==> src/rtl/hazard_ctrl.sv <==
// Hazard controller for the 5-stage RV32I core: load-use stall, redirect flush,
// registered EX forwarding selects and saturating stall/flush event counters.
module hazard_ctrl #(
    parameter int CNT_W = 16
) (
    input  logic             clk_i,
    input  logic             rst_ni,
    input  logic             ext_stall_i,
    input  logic             id_valid_i,
    input  logic [4:0]       id_rs1_i,
    input  logic [4:0]       id_rs2_i,
    input  logic             id_uses_rs1_i,
    input  logic             id_uses_rs2_i,
    input  logic [4:0]       id_rd_i,
    input  logic             id_reg_write_i,
    input  logic             id_mem_read_i,
    input  logic             ex_redirect_i,
    output logic             stall_if_o,
    output logic             stall_id_o,
    output logic             bubble_ex_o,
    output logic             flush_if_o,
    output logic             flush_id_o,
    output logic [1:0]       fwd_a_o,
    output logic [1:0]       fwd_b_o,
    output logic [CNT_W-1:0] stall_cnt_o,
    output logic [CNT_W-1:0] flush_cnt_o
);

    localparam logic [CNT_W-1:0] CNT_MAX = '1;

    logic             ex_valid;
    logic [4:0]       ex_rd;
    logic             ex_reg_write;
    logic             ex_mem_read;
    logic             mem_valid;
    logic [4:0]       mem_rd;
    logic             mem_reg_write;

    logic             rs1_live;
    logic             rs2_live;
    logic             ex_writes;
    logic             mem_writes;
    logic             load_use;
    logic             ex_to_bubble;
    logic [1:0]       fwd_a_next;
    logic [1:0]       fwd_b_next;
    logic [CNT_W-1:0] stall_cnt_q;
    logic [CNT_W-1:0] flush_cnt_q;

    // x0 is hardwired zero, so an operand only participates when it is read and nonzero.
    assign rs1_live   = id_valid_i && id_uses_rs1_i && (id_rs1_i != 5'd0);
    assign rs2_live   = id_valid_i && id_uses_rs2_i && (id_rs2_i != 5'd0);
    assign ex_writes  = ex_valid && ex_reg_write;
    assign mem_writes = mem_valid && mem_reg_write;

    assign load_use = ex_valid && ex_mem_read && (ex_rd != 5'd0) &&
                      ((rs1_live && (id_rs1_i == ex_rd)) ||
                       (rs2_live && (id_rs2_i == ex_rd)));

    assign ex_to_bubble = ex_redirect_i || load_use;

    always_comb begin
        stall_if_o  = 1'b0;
        stall_id_o  = 1'b0;
        bubble_ex_o = 1'b0;
        flush_if_o  = 1'b0;
        flush_id_o  = 1'b0;
        if (rst_ni) begin
            if (ex_redirect_i) begin
                flush_if_o  = 1'b1;
                flush_id_o  = 1'b1;
                bubble_ex_o = 1'b1;
            end else if (load_use) begin
                stall_if_o  = 1'b1;
                stall_id_o  = 1'b1;
                bubble_ex_o = 1'b1;
            end
        end
    end

    // The EX entry is the next MEM stage, so a match there is the youngest producer.
    always_comb begin
        fwd_a_next = 2'b00;
        fwd_b_next = 2'b00;
        if (rs1_live && ex_writes && (id_rs1_i == ex_rd)) begin
            fwd_a_next = 2'b01;
        end else if (rs1_live && mem_writes && (id_rs1_i == mem_rd)) begin
            fwd_a_next = 2'b10;
        end
        if (rs2_live && ex_writes && (id_rs2_i == ex_rd)) begin
            fwd_b_next = 2'b01;
        end else if (rs2_live && mem_writes && (id_rs2_i == mem_rd)) begin
            fwd_b_next = 2'b10;
        end
    end

    always_ff @(posedge clk_i or negedge rst_ni) begin
        if (!rst_ni) begin
            ex_valid      <= 1'b0;
            ex_rd         <= 5'd0;
            ex_reg_write  <= 1'b0;
            ex_mem_read   <= 1'b0;
            mem_valid     <= 1'b0;
            mem_rd        <= 5'd0;
            mem_reg_write <= 1'b0;
            fwd_a_o       <= 2'b00;
            fwd_b_o       <= 2'b00;
            stall_cnt_q   <= '0;
            flush_cnt_q   <= '0;
        end else if (!ext_stall_i) begin
            mem_valid     <= ex_valid;
            mem_rd        <= ex_rd;
            mem_reg_write <= ex_reg_write;
            if (ex_to_bubble) begin
                ex_valid     <= 1'b0;
                ex_rd        <= 5'd0;
                ex_reg_write <= 1'b0;
                ex_mem_read  <= 1'b0;
                fwd_a_o      <= 2'b00;
                fwd_b_o      <= 2'b00;
            end else begin
                ex_valid     <= id_valid_i;
                ex_rd        <= id_rd_i;
                ex_reg_write <= id_reg_write_i;
                ex_mem_read  <= id_mem_read_i;
                fwd_a_o      <= fwd_a_next;
                fwd_b_o      <= fwd_b_next;
            end
            if (load_use && !ex_redirect_i && (stall_cnt_q != CNT_MAX)) begin
                stall_cnt_q <= stall_cnt_q + 1'b1;
            end
            if (ex_redirect_i && (flush_cnt_q != CNT_MAX)) begin
                flush_cnt_q <= flush_cnt_q + 1'b1;
            end
        end
    end

    assign stall_cnt_o = stall_cnt_q;
    assign flush_cnt_o = flush_cnt_q;

endmodule

==> config.mk <==
export PLATFORM = sky130hd
export DESIGN_NAME = hazard_ctrl
export DESIGN_NICKNAME = d
export VERILOG_FILES = /design/src/rtl/hazard_ctrl.sv
export SDC_FILE = /design/constraint.sdc
export NUM_CORES = 1
export LEC_CHECK = 0
export BUFFER_PORTS_ARGS = -buffer_cell sky130_fd_sc_hd__buf_2
export CORE_UTILIZATION = 57
export DETAILED_ROUTE_END_ITERATION = 10
export PLACE_DENSITY = 0.85
export SLEW_MARGIN = 20
export SYNTH_ARGS = -nofsm -noshare
export SYNTH_HDL_FRONTEND = slang
export SYNTH_SLANG_ARGS = --single-unit
==> constraint.sdc <==
create_clock -name clk_i -period 3.45 [get_ports clk_i]
set_input_delay 0.345 -clock clk_i [delete_from_list [all_inputs] [get_ports clk_i]]
set_output_delay 0.345 -clock clk_i [all_outputs]
set_load 0.005 [all_outputs]
==> metrics.csv <==
stage;metric;value;unit
finish;most common library cell in the layout ignoring fill and taps;buf_2;
finish;final cell count without fillers;350;
power_and_ir_drop;leakage power;1.54;nW
timing;upper clock frequency limit;372;MHz
setup_path;crit path kind;register to output pin;
setup_path;Startpoint Class;register;
synthesis;Ys Warns;0;
power_and_ir_drop;VDD IR max;298;µV
die;Core ar.;0.00414;mm²
timing;Post-Route Skew;0.0104;ns
synthesis;Synth cell types;34;
timing;max-slew violations;0;
setup_path;CP endpoint kind;output pin;
routing;number of remaining DRC errors;0;
grt;global-route wire length before repair;8460;µm
synthesis;Synth area leaders;dfrtp_1 50%, xor2_1 8.6%, xnor2_1 8.3%;
timing;actual slew at the worst max-slew pin;0.866;ns
synthesis;Post-Synth Adder-Cell Area;0.986;%
synthesis;Avg Cell Area, Syn;10.9;µm²
grt;vias in the first global route;1882;
clocking;cts hold-fix bufs;0;
die;Row Count;23;
die;DIE WIDTH;68.7;µm
timing;Period Utilization, post-route;77.9;%
synthesis;post-synth top area share;50.3;%
timing;Setup TNS;0;ns
die;die area;0.00472;mm²
synthesis;Net Count, Synth;259;
min_path;worst hold path class;primary input to async pin;
die;IO Pins;65;
routing;Routed Antenna Nets;0;
synthesis;EDFF count, synth;0;
timing;RSZ-0062 raised after global routing;no;
setup_path;CP Data Arrival Time;2.34;ns
power_and_ir_drop;Internal Pwr Total;1.03;mW
finish;commonest non-fill, non-tap cells in the layout;64 x buf_2, 51 x dfrtp_1, 25 x xor2_1;
synthesis;Mapped Area;0.00254;mm²
place;placed insts;342;
timing;final setup violation count;0;
synthesis;Synth Flop Type;dfrtp_1;
place;RePlAce Congestion;0.907;
status;status;complete, no violations;
finish;nets@finish;325;
clocking;H-tree levels;2;
grt;initial antenna violation count;0;
synthesis;mux share of post-synthesis cell area;4.14;%
synthesis;Synth area leader;dfrtp_1;
timing;worst relative slew slack;41.9;%
synthesis;Mapped Cells;233;
setup_path;Worst EP required;3.11;ns
routing;WL per Instance;15.1;µm
finish;share of cells above drive strength 1;29.3;%
synthesis;main combinational cell family by area after synthesis;simple AND/OR/NAND/NOR gates;
clocking;Setup Buffers After CTS;0;
timing;post-layout min period;2.69;ns
routing;DR pass1 iterations;4;
grt;GRT overflow;0;
synthesis;Seq/Total Area, Yosys;50.3;%
power_and_ir_drop;Clock Power Share;35.1;%
finish;# diodes;0;
clocking;Worst-path clk slew;0.09;ns
power_and_ir_drop;total chip power;1.38;mW
place;input/output buffers;64;
synthesis;Synth Area in Compound Gates;6.95;%
routing;Vias;2004;
power_and_ir_drop;Sw Share;24.8;%
die;Starting Density;61.3;%
grt;largest net degree at the start of global routing;29;
clocking;post_cts resized;0;
setup_path;CP Max Fanout;11;
grt;total track usage;24.9;%
place;dpl hpwl;3940;µm
timing;Fin. Hold Viols;0;
clocking;root buf cell;clkbuf_8;
clocking;Max clock buf depth;2;
power_and_ir_drop;Logic pwr share;13.9;%
clocking;Clock Latency Late Sink;0.31;ns
die;Die Y;68.7;µm
synthesis;Synth Area in Simple Gates;18.3;%
finish;Area Overhead vs Synth;19.2;%
power_and_ir_drop;pwr dens;455;mW/mm²
clocking;clock sink total;51;
routing;DRT Wirelength;5300;µm
job;Max Cap Viol;0;
synthesis;ys async rst share;100;%
setup_path;internal reg-to-reg setup slack;1.12;ns
routing;initial drt markers;150;
timing;Fin Hold WS;0.0176;ns
power_and_ir_drop;Psw;342;µW
synthesis;XOR/XNOR Fraction of Synth Area;16.9;%
clocking;CTS tree;yes;
synthesis;register bit total from synthesis;51;
routing;drt via density;5.73;
power_and_ir_drop;Seq pwr share;51.1;%
clocking;clock buffer count from CTS;5;
==> critical path: stages (launching register included) <==
cell	delay, ns
dfrtp_1	0.46
xnor2_1	0.19
nand3_1	0.11
nor4_2	0.34
o21ai_1	0.41
nor3b_1	0.36
buf_2	0.17
==> through the flow <==
step | cell area [µm²] | worst slack, ns | util [%]
floorplan | 2540 | 1.43 | -
global placement | 2890 | 0.872 | 69.8
detailed placement | 2890 | 0.817 | 69.8
CTS | 3030 | 0.779 | 73.0
global route | 3030 | 0.548 | 73.0
finish | 3030 | 0.761 | 73.0
==> layout make-up <==
type | count | area (µm²)
clock buffer | 6 | 72.6
clock inverter | 2 | 60.1
fill | 318 | 1120
inverter | 7 | 26.3
multi-input combinational | 169 | 1200
sequential | 51 | 1280
tap | 50 | 62.6
timing repair buffer | 65 | 328
==> cell usage after synthesis (2+ instances only) <==
master and n:
or4_1 2, nand2_1 19, xor2_1 25, nor2b_1 4
nand3_1 20, nor4_2 3, mux2_2 8, dfrtp_1 51
inv_1 7, a22o_1 8, nand4_1 4, ha_1 2
and2_1 2, xnor2_1 24, nor2_1 12, buf_4 3
o211ai_2 3, nor3_1 9, and3_1 4, o21ai_0 5
nor4_1 5
==> path summary, 6_finish.rpt <==
path,from,end,cells past startpoint
hold / removal,rst_ni,flush_cnt_o[14]$_DFFE_PN0P_,1
hold reg to reg,fwd_b_o[1]$_DFFE_PN0N_,fwd_b_o[1]$_DFFE_PN0N_,2
max in group asynchronous,rst_ni,ex_rd[0]$_DFFE_PN0N_,2
setup / recovery,ex_rd[4]$_DFFE_PN0N_,stall_if_o,6
setup reg to reg,ex_rd[1]$_DFFE_PN0N_,ex_rd[1]$_DFFE_PN0N_,5
min in group clk_i,id_rd_i[4],ex_rd[4]$_DFFE_PN0N_,2
==> logic make-up (layout without fill, tap and decap cells) <==
| group | count (synthesis) | after routing |
|---|---|---|
| simple gates | 88 | 88 |
| flops | 51 | 51 |
| xor+xnor | 49 | 49 |
| compound gates | 21 | 21 |
| buf+inv | 13 | 80 |
| mux | 9 | 9 |
| fa+ha+maj | 2 | 2 |
==> per-layer routing <==
metal / part of all wire [%] / GRT usage (%) / up-vias
li1: - / - / 947
met1: 43 / 30.6 / 990
met2: 51 / 41.7 / 61
met3: 4.7 / 5.92 / 6
met4: 1.2 / 11.2 / 0
met5: 0 / 0 / -
==> power groups by stage <==
| stage | clock, mW | combinational, mW | sequential [mW] |
|---|---|---|---|
| after global placement | 0 | 0.184 | 0.711 |
| after CTS | 0.489 | 0.193 | 0.703 |
| after global routing | 0.514 | 0.216 | 0.711 |
| final | 0.483 | 0.191 | 0.703 |
| after floorplan | 0 | 0.108 | 0.705 |
| after detailed placement | 0 | 0.192 | 0.715 |
==> registers in the layout (all words and copies together) (netlist names) <==
name,cells
ex_mem_read,1
ex_rd,5
ex_reg_write,1
ex_valid,1
flush_cnt_o,16
fwd_a_o,2
fwd_b_o,2
mem_rd,5
mem_reg_write,1
mem_valid,1
stall_cnt_o,16
(Power assumes the default switching activity.)
